### src/rtl/uart_tx_top.sv
// Push-button triggered UART transmitter: each debounced press sends "HELLO\n" once.
// Presses arriving while a string is in flight are dropped.
module uart_tx_top #(
    parameter int CLK_FREQ     = 50_000_000,
    parameter int BAUD         = 115_200,
    parameter int DEBOUNCE_CYC = 1_000_000
) (
    input  logic Clk,
    input  logic Rst_n,
    output logic Rs232_Tx,
    input  logic key,
    output logic led
);

    localparam int BIT_CYC = CLK_FREQ / BAUD;
    localparam int BCW     = $clog2(BIT_CYC + 1);
    localparam int DBW     = $clog2(DEBOUNCE_CYC + 1);

    typedef enum logic [1:0] {IDLE, SEND, WAIT_DONE} state_t;

    logic [1:0]     key_sync;
    logic           key_s;
    logic           key_d;
    logic [DBW-1:0] db_cnt;
    logic           db_state;
    logic           armed;
    logic           press;

    state_t         state, state_nxt;
    logic [2:0]     cnt, cnt_nxt;
    logic           tx_go;
    logic [7:0]     tx_byte;

    logic           busy;
    logic [BCW-1:0] baud_cnt;
    logic [3:0]     bit_idx;
    logic [7:0]     shreg;
    logic           Tx_Done;

    assign key_s = key_sync[1];

    always_ff @(posedge Clk) begin
        if (Rst_n) key_sync <= 2'b11;
        else       key_sync <= {key_sync[0], key};
    end

    // db_cnt counts consecutive clocks of an unchanged synchronized level.
    // armed stays low until a stable release is seen, so a key held through
    // reset cannot fire a press.
    always_ff @(posedge Clk) begin
        if (Rst_n) begin
            key_d    <= 1'b1;
            db_cnt   <= '0;
            db_state <= 1'b1;
            armed    <= 1'b0;
            press    <= 1'b0;
        end else begin
            key_d <= key_s;
            press <= 1'b0;
            if (key_s != key_d) begin
                db_cnt <= '0;
            end else if (db_cnt != DBW'(DEBOUNCE_CYC - 1)) begin
                db_cnt <= db_cnt + 1'b1;
            end else begin
                db_state <= key_s;
                armed    <= armed | key_s;
                press    <= armed & db_state & ~key_s;
            end
        end
    end

    always_ff @(posedge Clk) begin
        if (Rst_n) begin
            state <= IDLE;
            cnt   <= 3'd0;
            led   <= 1'b0;
        end else begin
            state <= state_nxt;
            cnt   <= cnt_nxt;
            led   <= (state_nxt != IDLE);
        end
    end

    always_comb begin
        state_nxt = state;
        cnt_nxt   = cnt;
        tx_go     = 1'b0;
        case (state)
            IDLE: begin
                if (press) begin
                    state_nxt = SEND;
                    cnt_nxt   = 3'd0;
                end
            end
            SEND: begin
                tx_go     = 1'b1;
                state_nxt = WAIT_DONE;
            end
            WAIT_DONE: begin
                if (Tx_Done) begin
                    if (cnt == 3'd5) begin
                        state_nxt = IDLE;
                        cnt_nxt   = 3'd0;
                    end else begin
                        state_nxt = SEND;
                        cnt_nxt   = cnt + 3'd1;
                    end
                end
            end
            default: state_nxt = IDLE;
        endcase
    end

    always_comb begin
        case (cnt)
            3'd0:    tx_byte = 8'h48;
            3'd1:    tx_byte = 8'h45;
            3'd2:    tx_byte = 8'h4C;
            3'd3:    tx_byte = 8'h4C;
            3'd4:    tx_byte = 8'h4F;
            default: tx_byte = 8'h0A;
        endcase
    end

    // bit_idx: 0 = start, 1..8 = data LSB first, 9 = stop.
    assign Tx_Done = busy && (bit_idx == 4'd9) && (baud_cnt == BCW'(BIT_CYC - 1));

    always_ff @(posedge Clk) begin
        if (Rst_n) begin
            busy     <= 1'b0;
            baud_cnt <= '0;
            bit_idx  <= 4'd0;
            shreg    <= 8'h00;
            Rs232_Tx <= 1'b1;
        end else if (!busy) begin
            if (tx_go) begin
                busy     <= 1'b1;
                baud_cnt <= '0;
                bit_idx  <= 4'd0;
                shreg    <= tx_byte;
                Rs232_Tx <= 1'b0;
            end
        end else if (baud_cnt != BCW'(BIT_CYC - 1)) begin
            baud_cnt <= baud_cnt + 1'b1;
        end else begin
            baud_cnt <= '0;
            if (bit_idx == 4'd9) begin
                busy    <= 1'b0;
                bit_idx <= 4'd0;
            end else begin
                bit_idx  <= bit_idx + 4'd1;
                Rs232_Tx <= (bit_idx == 4'd8) ? 1'b1 : shreg[bit_idx[2:0]];
            end
        end
    end

endmodule

### config.mk
export PLATFORM = sky130hd
export DESIGN_NAME = uart_tx_top
export DESIGN_NICKNAME = d
export VERILOG_FILES = /design/src/rtl/uart_tx_top.sv
export SDC_FILE = /design/constraint.sdc
export NUM_CORES = 1
export LEC_CHECK = 0
export CAP_MARGIN = 25
export CORE_ASPECT_RATIO = 1.1
export CORE_MARGIN = 4
export CORE_UTILIZATION = 60
export DETAILED_ROUTE_END_ITERATION = 16
export PLACE_DENSITY_LB_ADDON = 0.15
export REMOVE_ABC_BUFFERS = 1
export SYNTH_ARGS = -nofsm -noshare
export SYNTH_HDL_FRONTEND = slang
export SYNTH_SLANG_ARGS = --single-unit
### constraint.sdc
create_clock -name Clk -period 5.5 [get_ports Clk]
set_input_delay 1.1 -clock Clk [delete_from_list [all_inputs] [get_ports Clk]]
set_output_delay 1.1 -clock Clk [all_outputs]
set_load 0.05 [all_outputs]
# --- Yosys cells after proc, flatten, opt, wreduce, memory -nomap -nowiden ---
# Cells that the tools add are included.
word_totals:
  mem_bits_rw: 0
  in_bits: 3
  mem_count: 0
  regBits: 55
  word_cells: 86
  latchBits: 0
  out_inout_bits: 2
  rom_bits: 0
op_classes:
  reduce_logical: 15
  add_sub_neg: 4
  n_lt_le_gt_ge: 1
  shifts: 0
  bitwise: 7
  mux: 28
  div_mod_pow: 0
  n_eq_ne: 17
  multipliers: 0
op_table:
  columns: ["op", "n"]
  rows:
  - ["$pmux W7 S4", 1]
  - ["$mux W9", 3]
  - ["$add A20 B1 Y20 const B", 1]
  - ["$ne A20 B20 Y1 const B", 1]
  - ["$mux W4", 4]
  - ["$mux W1", 12]
  - ["$add A9 B1 Y9 const B", 1]
  - ["$eq A9 B9 Y1 const B", 1]
  - ["$mux W3", 3]
  - ["$ne A9 B9 Y1 const B", 1]
  - ["$eq A4 B4 Y1 const B", 2]
  - ["$ne A2 B2 Y1 const B", 4]
  - ["$eq A3 B2 Y1 const B", 2]
  - ["$eq A3 B3 Y1 const B", 2]
  - ["$pmux W2 S3", 1]
  - ["$pmux W3 S2", 1]
  - ["$reduce_and A2 Y1", 3]
  - ["$reduce_and A3 Y1", 2]
  - ["$reduce_bool A2 Y1", 3]
  - ["$add A4 B1 Y4 const B", 1]
  - ["$lt A3 B4 Y1 const B", 1]
  - ["$mux W2", 2]
  - ["$not A1 Y1", 4]
  - ["$reduce_or A2 Y1", 2]
  - ["12 further kinds", 14]

# --- Depth between registers and ports, before layout ---
# Gate-level depths: netlist of run 1.
depth:
  word_depth: 6
  ltp_mapped: 8
  mapped_depth_nobuf: 6

# --- Worst setup path after synthesis of run 1 ---
# No wires, ideal clock.
synth_path:
  path_kind: "input to register"
  start: "input Rst_n"
  end: "register db_cnt[11]"
  required_time_ns: 5.441
  setup_ns: 0.059
  path_slack_ns: 3.234
  arrival_time_ns: 2.207
  cell_stages: 5
  n_path_buf: 2
  cell_sequence: "clkbuf_1 > or2_1 > clkbuf_1 > or4_1 > nand2_1"
synth_via:
  elab_chain_cells: 1
synth_lines:
  columns: ["item", "line_no", "rtl"]
  rows:
  - ["start: declaration", "9", "input logic Rst_n,"]
  - ["$reduce_or A2 Y1 (no line)", null, null]
  - ["end signal: assignment", "63", "db_cnt <= db_cnt + 1'b1;"]
  - ["end: declaration", "24", "logic [DBW-1:0] db_cnt;"]
# No other way between the ends.
# A chain may end at the register's enable or synchronous reset.

# --- Worst setup path after layout of run 1 ---
# Same ends and word-level chain as after synthesis.

==> results of run 1 <==
power groups by stage:
stage	clock [mW]	combinational, mW	sequential, mW
floorplan	0	0.00928	0.392
global placement	0	0.0174	0.393
detailed placement	0	0.0181	0.393
CTS	0.227	0.0180	0.384
global route	0.239	0.0198	0.385
finish	0.222	0.0181	0.384
worst reg2reg max path: stages (launching register included):
cell	delay, ns
dfxtp_1	0.41
ha_1	0.23
and4_1	0.39
and2_0	0.38
nand2_1	0.19
nor4_1	0.29
sequential cells by signal, summed over array words and instances, names as in the netlist, 2 cells and up:
name      cells
db_cnt       20
baud_cnt      9
shreg         5
bit_idx       4
cnt           3
key_sync      2
state         2
cells by family after synthesis:
kind of cell,count (synthesis)
xor+xnor,12
mux,3
buf+inv,28
fa+ha+maj,4
flops,52
compound gates,66
simple gates,136
worst min-delay path by stage:
stage | endpoint | slack, ns
2_1_floorplan | key_sync[1]$_SDFF_PP1_ | 0.39
3_3_place_gp | key_sync[1]$_SDFF_PP1_ | 0.39
3_5_place_dp | key_sync[1]$_SDFF_PP1_ | 0.41
4_1_cts | key_sync[1]$_SDFF_PP1_ | 0.44
5_1_grt | key_sync[1]$_SDFF_PP1_ | 0.45
6_report | key_sync[1]$_SDFF_PP1_ | 0.43
final cells by class:
cell class / count / area share [%]
clock buffers: 5 / 2.56
clock inverters: 3 / 0.836
inverters: 9 / 1.25
multi-input cells: 221 / 52.5
flip-flops and latches: 52 / 38.7
well taps: 52 / 2.42
repair buffers: 5 / 1.77
metal layers:
layer | global-route usage [%] | part of all wire, % | up-vias
met3 | 3.69 | 2.8 | 5
met5 | 0 | 0 | -
met4 | 7.66 | 0.90 | 0
li1 | - | - | 1105
met1 | 25.6 | 48 | 986
met2 | 32.7 | 48 | 32
cell usage in the layout (no fill, tap or decap), types with 6 or more instances in the layout:
master   Yosys  final
a21oi_1     18     18
a31oi_1      7      7
and3_1       8      8
and4_1       7      7
dfxtp_1     52     52
inv_1        9      9
nand2_1     16     16
nand3_1     13     13
nand4_1     12     12
nor2_1      24     24
nor3_1      11     11
o21ai_0     13     13
or2_2        6      6
xor2_1      10     10
stage by stage:
| step | hold slack [ns] | util (%) | cell area [um2] | power (mW) |
|---|---|---|---|---|
| floorplan | 0.389 | - | 2490 | 0.401 |
| global route | 0.446 | 66.4 | 2690 | 0.644 |
| global placement | 0.392 | 64.2 | 2600 | 0.410 |
| finish | 0.432 | 66.4 | 2690 | 0.624 |
| detailed placement | 0.412 | 64.2 | 2600 | 0.411 |
| CTS | 0.440 | 66.4 | 2690 | 0.629 |
==> results_dict.tcl, run 1 <==
set metrics [dict create \
    insertedDiodeCount 0 \
    rsz0062_at_grt "false" \
    dp_hpwl_um 3460 \
    yosysMostFrequentCell "dfxtp_1" \
    htree_levels 2 \
    die_y_um 76.5 \
    fp.dieArea_mm2 0.00538 \
    grt_usage_pct 19.9 \
    antenna_found_initial 0 \
    synthArstFlopShare_pct 0 \
    critPathRequiredTime_ns 5.75 \
    drc_errors 0 \
    vias 2128 \
    synth-warning-count 0 \
    max_stage_delay_ns 0.83 \
    critPathLaunchType "input pin" \
    p_per_area_mw_per_mm2 232 \
    die_x_um 70.3 \
    ys_ff_latch 52 \
    p_int_uw 478 \
    synth_xor_area_share_pct 4.10 \
    netlist_top_cells_count "52 x dfxtp_1, 24 x nor2_1, 18 x a21oi_1, 16 x clkbuf_1, 16 x nand2_1" \
    clkPwrFrac_pct 35.6 \
    maxCapViolCount 0 \
    yosys.area_share.adder_pct 1.95 \
    yosys.area.top_type "dfxtp_1" \
    synth_enable_flop_cells 0 \
    drive_above_1_share_pct 6.78 \
    synth_area_leaders "dfxtp_1 41%, a21oi_1 3.5%, nor2_1 3.5%, xor2_1 3.4%, nand4_1 2.9%" \
    path_depth 4 \
    crit_buf_inv 1 \
    reg2reg_depth 5 \
    crit_fanout 24 \
    ff_latch_area_mm2 0.00104 \
    skew_ns 0.00978 \
    rr_startpoint "db_cnt[0]$_SDFFE_PP0P_" \
    seq_area_frac_synth_pct 40.6 \
    grt-ovfl-total 0 \
    fmax_mhz 338 \
    cts_resized 0 \
    dp.cells 339 \
    worstSetupPathType "in2reg" \
    sw_frac_of_total_pct 23.4 \
    drv_slew 0 \
    antenna_left 0 \
    syn_inst 301 \
    area_delta_synth_final_pct 5.08 \
    netlist_area_mm2 0.00256 \
    worst_slew_pin_slew_ns 1.06 \
    clkSinkCount 52 \
    synth.distinct_cells 56 \
    wl_um 4990 \
    slew_headroom_pct 29.2 \
    setup_viol 0 \
    ys.flop_type "dfxtp_1" \
    min_path_type "reg2reg" \
    fin_nets 301 \
    place_ws_ns 2.21 \
    synth_top_family_by_area "simple AND/OR/NAND/NOR gates" \
    fin_ws_ns 2.54 \
    grt_max_degree 25 \
    period_share_pct 53.8 \
    seqPwrFrac_pct 61.5 \
    holdPathStages 1 \
    cts_setup_buffers 0 \
    min_from "key_sync[0]$_SDFF_PP1_" \
    rows 24 \
    multi_input_area_mm2 0.00141 \
    synth_compound_area_share_pct 16.8 \
    synth_mux_area_share_pct 1.66 \
    fillers 327 \
    vias_per_cell 6.13 \
    fin_cells 347 \
    period_needed_ns 2.96 \
    fin_tns_setup_ns 0 \
    cts_tree "done" \
    cp-endpoint "db_cnt[11]$_SDFFE_PP0P_" \
    place_congestion 0.805 \
    pwr-share-comb_pct 2.9 \
    hold_viol 0 \
    synth_top_area_share_pct 40.6 \
    p_switching_uw 146 \
    critPathCaptureType "flip-flop" \
    clk_pin_slew_worst_paths_ns 0.10 \
    io_pins 5 \
    critPathLaunch "Rst_n" \
    first_iter_violations 201 \
    crit_slowest_cell "clkdlybuf4s50_1" \
    fp.coreArea_mm2 0.00405 \
    cts-root-buf "clkbuf_8" \
    grt_pass1_wl_um 9020 \
    power.leakage_nw 0.888 \
    reg2reg_to "press$_SDFF_PP0_" \
    port_buffers 4 \
    ir_drop_uv 160 \
    wl_per_cell_um 14.4 \
    crit_family "simple AND/OR/NAND/NOR gates" \
    worst_ep_arrival_time_ns 3.21 \
    clk_latency_ns 0.31 \
    cts_buffers 5 \
    synth.avg_cell_area_um2 8.51 \
    ctsHoldBuffers 0 \
    initial_core_util_pct 63.2 \
    cts_max_path_buffers 2 \
    first_pass_iters 4 \
    crit_chain "clkdlybuf4s50_1, or2_1, or4_1, nand2_1" \
    first_global_vias 2058 \
    rrSetupSlack_ns 3.52 \
    synth-simple-area-share_pct 30.6 \
    outcome "finished clean" \
]
(Power assumes the default switching activity.)
==> inputs of run 2 (changes only) <==
- clock period: 5.5 -> 2.8 ns (I/O delays scaled with it)
==> results_dict.tcl, run 2 (synthesized netlist as in run 1, its figures left out) <==
set metrics [dict create \
    outcome "finished clean" \
    holdPathStages 1 \
    period_needed_ns 2.02 \
    grt_max_degree 21 \
    pwr-share-comb_pct 2.9 \
    layout_common_cells "52 x dfxtp_1, 24 x nor2_1, 18 x a21oi_1, 16 x nand2_1" \
    crit_family "buffers and inverters" \
    wl_met1_um 2290 \
    cts_resized 0 \
    fin_total_pwr_mw 1.26 \
    drive_above_1_share_pct 8.03 \
    setup_viol 0 \
    drv_slew 0 \
    clkSinkCount 52 \
    crit_slowest_cell "clkdlybuf4s50_1" \
    htree_levels 2 \
    vias_per_cell 6.21 \
    cts_max_path_buffers 2 \
    grt_pass1_wl_um 8770 \
    sw_frac_of_total_pct 23.1 \
    area_delta_synth_final_pct 6.59 \
    cts_setup_buffers 0 \
    clkPwrFrac_pct 37.2 \
    regMostFlops "db_cnt" \
    fp.coreArea_mm2 0.00405 \
    min_to "key_sync[1]$_SDFF_PP1_" \
    ff_latch_area_mm2 0.00104 \
    critPathRequiredTime_ns 2.24 \
    die_y_um 76.5 \
    crit_fanout 2 \
    antenna_found_initial 0 \
    rr_startpoint "db_cnt[0]$_SDFFE_PP0P_" \
    crit_buf_inv 1 \
    power.leakage_nw 0.912 \
    fillers 334 \
    cts_buffers 5 \
    insertedDiodeCount 0 \
    io_pins 5 \
    rrSetupSlack_ns 0.89 \
    wl_met2_um 2430 \
    port_buffers 4 \
    rsz0062_at_grt "false" \
    initial_core_util_pct 63.2 \
    rows 24 \
    p_int_uw 968 \
    first_iter_violations 155 \
    seqPwrFrac_pct 59.9 \
    die_x_um 70.3 \
    reg_top3 "db_cnt (20), baud_cnt (9), shreg (5)" \
    slew_headroom_pct 64.2 \
    cts_tree "done" \
    p_per_area_mw_per_mm2 461 \
    reg2reg_to "press$_SDFF_PP0_" \
    period_share_pct 72.1 \
    min_path_type "reg2reg" \
    max_stage_delay_ns 0.80 \
    fin_tns_setup_ns 0 \
    dr_wl_met3_um 159 \
    worst_ep_arrival_time_ns 1.46 \
    vias 2178 \
    skew_ns 0.00819 \
    wl_um 4920 \
    ir_drop_uv 274 \
    fp.dieArea_mm2 0.00538 \
    crit_chain "clkdlybuf4s50_1" \
    fmax_mhz 495 \
    critPathLaunchType "flip-flop" \
    drc_errors 0 \
    worstSetupPathType "reg2out" \
    antenna_left 0 \
    ctsHoldBuffers 0 \
    p_switching_uw 291 \
    reg2reg_depth 5 \
    critPathCaptureType "output pin" \
    grt_usage_pct 19.3 \
    dp_hpwl_um 3440 \
    first_pass_iters 4 \
    worst_slew_pin_slew_ns 0.535 \
    cts-root-buf "clkbuf_8" \
    multi_input_area_mm2 0.00141 \
    grt-ovfl-total 0 \
    top_layer_used "met4" \
    first_global_vias 2035 \
    clk_pin_slew_worst_paths_ns 0.10 \
    fin_nets 305 \
    min_from "key_sync[0]$_SDFF_PP1_" \
    maxCapViolCount 0 \
    clk_latency_ns 0.31 \
    hold_viol 0 \
    largest_reg_flops 20 \
    wl_per_cell_um 14.0 \
    layout_commonest_cell "dfxtp_1" \
    place_congestion 0.850 \
]
-- run 2: routing by layer --
layer / global-route usage (%) / up-vias
met5: 0 / -
met4: 5.94 / 0
met1: 23.0 / 1028
met3: 3.56 / 5
li1: - / 1114
met2: 34.5 / 31
-- run 2: how the worst max path moves through the flow --
stage,startpoint,endpoint,cells past startpoint
6_report,Rs232_Tx$_SDFFE_PP1P_,Rs232_Tx,1
4_1_cts,Rs232_Tx$_SDFFE_PP1P_,Rs232_Tx,1
3_3_place_gp,Rst_n,db_cnt[11]$_SDFFE_PP0P_,4
5_1_grt,db_cnt[0]$_SDFFE_PP0P_,press$_SDFF_PP0_,5
2_1_floorplan,baud_cnt[0]$_SDFFE_PP0P_,baud_cnt[8]$_SDFFE_PP0P_,5
3_5_place_dp,Rst_n,baud_cnt[7]$_SDFFE_PP0P_,4
-- run 2: metrics by stage --
step	instances	utilization, %	hold WS [ns]	instance area [um2]	worst slack, ns
after global routing	351	67.4	0.441	2730	0.686
final	351	67.4	0.426	2730	0.780
after detailed placement	343	64.9	0.407	2630	0.702
after CTS	351	67.4	0.430	2730	0.770
after global placement	343	64.9	0.398	2630	0.735
after floorplan	282	-	0.389	2490	1.07
-- run 2: area by class of cell --
class | count | share of cell area (%)
multi-input combinational | 221 | 51.8
sequential | 52 | 38.1
tap | 52 | 2.38
clock inverter | 2 | 0.641
inverter | 9 | 1.24
timing repair buffer | 9 | 2.84
clock buffer | 6 | 3.02
-- run 2: power groups by stage --
stage	combinational [mW]	clock [mW]	sequential, mW
after global placement	0.0357	0	0.771
final	0.0371	0.468	0.754
after CTS	0.0369	0.475	0.754
after global routing	0.0417	0.502	0.755
after floorplan	0.0182	0	0.769
after detailed placement	0.0368	0	0.771
==> inputs of run 3 (changes only) <==
- CORE_UTILIZATION: 60 -> 55
- clock period: 2.8 -> 1.8 ns (I/O delays scaled with it)
==> results_dict.tcl, run 3 (synthesized netlist as in run 1, its figures left out) <==
set metrics [dict create \
    fp.dieArea_mm2 0.00582 \
    clkPwrFrac_pct 39.0 \
    grt_max_degree 17 \
    cts_buffers 5 \
    largest_reg_flops 20 \
    power.leakage_nw 1.01 \
    fmax_mhz 584 \
    clkSinkCount 52 \
    critPathCaptureType "flip-flop" \
    fin_nets 324 \
    seqPwrFrac_pct 57.6 \
    p_int_mw 1.60 \
    vias_per_cell 6.04 \
    sw_frac_of_total_pct 21.1 \
    fin_ws_ns 0.0870 \
    reg_top3 "db_cnt (20), baud_cnt (9), shreg (5)" \
    drc_errors 0 \
    worstSetupPathType "reg2reg" \
    grt_pass1_wl_um 8920 \
    min_to "key_sync[1]$_SDFF_PP1_" \
    place_congestion 0.899 \
    clk_pin_slew_worst_paths_ns 0.09 \
    cts-root-buf "clkbuf_8" \
    wl_um 5060 \
    holdWs_ns 0.414 \
    antenna_found_initial 0 \
    rows 25 \
    htree_levels 2 \
    skew_ns 0.00550 \
    reg2reg_depth 5 \
    final_cell_area_mm2 0.00292 \
    rr_startpoint "baud_cnt[0]$_SDFFE_PP0P_" \
    fp.coreArea_mm2 0.00441 \
    area_delta_synth_final_pct 14.0 \
    first_iter_violations 115 \
    cts_max_path_buffers 2 \
    first_pass_iters 4 \
    period_share_pct 95.2 \
    initial_core_util_pct 58.1 \
    p_per_area_mw_per_mm2 695 \
    grt_usage_pct 19.2 \
    clk_latency_ns 0.31 \
    dp_hpwl_um 3720 \
    critPathRequiredTime_ns 2.01 \
    regMostFlops "db_cnt" \
    hold_viol 0 \
    critPathLaunchType "flip-flop" \
    fillers 383 \
    wl_per_cell_um 13.6 \
    dp.cells 364 \
    die_x_um 73.1 \
    outcome "finished clean" \
    insertedDiodeCount 0 \
    critPathLaunch "baud_cnt[0]$_SDFFE_PP0P_" \
    die_y_um 79.6 \
    port_buffers 4 \
    cts_setup_buffers 0 \
    final_util_pct 66.2 \
    grt-ovfl-total 0 \
    crit_fanout 4 \
    first_global_vias 2109 \
    reg2reg_to "baud_cnt[8]$_SDFFE_PP0P_" \
    fin_cells 372 \
    worst_ep_arrival_time_ns 1.93 \
    ff_latch_area_mm2 0.00105 \
    ir_drop_uv 379 \
    io_pins 5 \
    setup_viol 0 \
    place_ws_ns -0.0376 \
    min_from "key_sync[0]$_SDFF_PP1_" \
    period_needed_ns 1.71 \
    layout_commonest_cell "dfxtp_1" \
    maxCapViolCount 0 \
    holdPathStages 1 \
    ctsHoldBuffers 0 \
    slew_headroom_pct 70.2 \
    rrSetupSlack_ns 0.09 \
    postPlaceCellArea_mm2 0.00277 \
    fin_total_pwr_mw 2.03 \
    vias 2246 \
    layout_common_cells "50 x dfxtp_1, 26 x buf_4, 24 x nor2_1, 17 x a21oi_1, 16 x nand2_1" \
    fin_tns_setup_ns 0 \
    cts_tree "done" \
    multi_input_area_mm2 0.00145 \
    worst_slew_pin_slew_ns 0.443 \
    drv_slew 0 \
    drive_above_1_share_pct 16.4 \
    p_switching_uw 428 \
    min_path_type "reg2reg" \
    antenna_left 0 \
    pwr-share-comb_pct 3.4 \
]
run 3: changes by cell type in the layout (fill, tap and decap cells not counted), sizes merged:
cell and delta:
buf +21, clkdlybuf4s50 -2, inv -2, bufinv +1, clkinv +1
run 3: worst max path at each step:
stage | endpoint | slack, ns | cells after the start
finish | baud_cnt[8]$_SDFFE_PP0P_ | 0.09 | 5
detailed placement | baud_cnt[8]$_SDFFE_PP0P_ | -0.04 | 5
floorplan | baud_cnt[8]$_SDFFE_PP0P_ | 0.07 | 5
CTS | baud_cnt[8]$_SDFFE_PP0P_ | 0.03 | 5
global route | baud_cnt[8]$_SDFFE_PP0P_ | -0.009 | 6
global placement | press$_SDFF_PP0_ | 0.03 | 5
run 3: routing by layer:
metal | global-route usage (%) | share of wire [%] | vias up
met5 | 0 | 0 | -
met4 | 9.59 | 1.7 | 0
met2 | 34.0 | 50 | 20
li1 | - | - | 1154
met1 | 21.6 | 46 | 1062
met3 | 3.40 | 2.6 | 10
run 3: cell type report:
class,instances,share of cell area [%]
Clock buffer,6,2.48
Clock inverter,2,1.20
Inverter,9,1.16
Multi-Input combinational cell,221,49.7
Sequential cell,52,35.8
Tap cell,54,2.31
Timing Repair Buffer,28,7.37
run 3: what timing repair did:
item | 4_1_cts | 5_1_grt
pin swaps | 1 | 0
gates resized for setup | 3 | 8
setup endpoints to repair | 2 | 6
run 3: power by group through the flow:
stage | sequential (mW) | clock (mW) | combinational [mW]
2_1_floorplan | 1.20 | 0 | 0.0284
4_1_cts | 1.17 | 0.812 | 0.0681
5_1_grt | 1.17 | 0.857 | 0.0763
3_5_place_dp | 1.20 | 0 | 0.0682
3_3_place_gp | 1.20 | 0 | 0.0672
6_report | 1.17 | 0.792 | 0.0683
run 3: worst max-delay path, cell delays in order (launching register included):
cell	delay, ns
dfxtp_4	0.37
ha_1	0.16
and3_4	0.19
nand3_1	0.10
or4_4	0.51
a2111oi_4	0.30
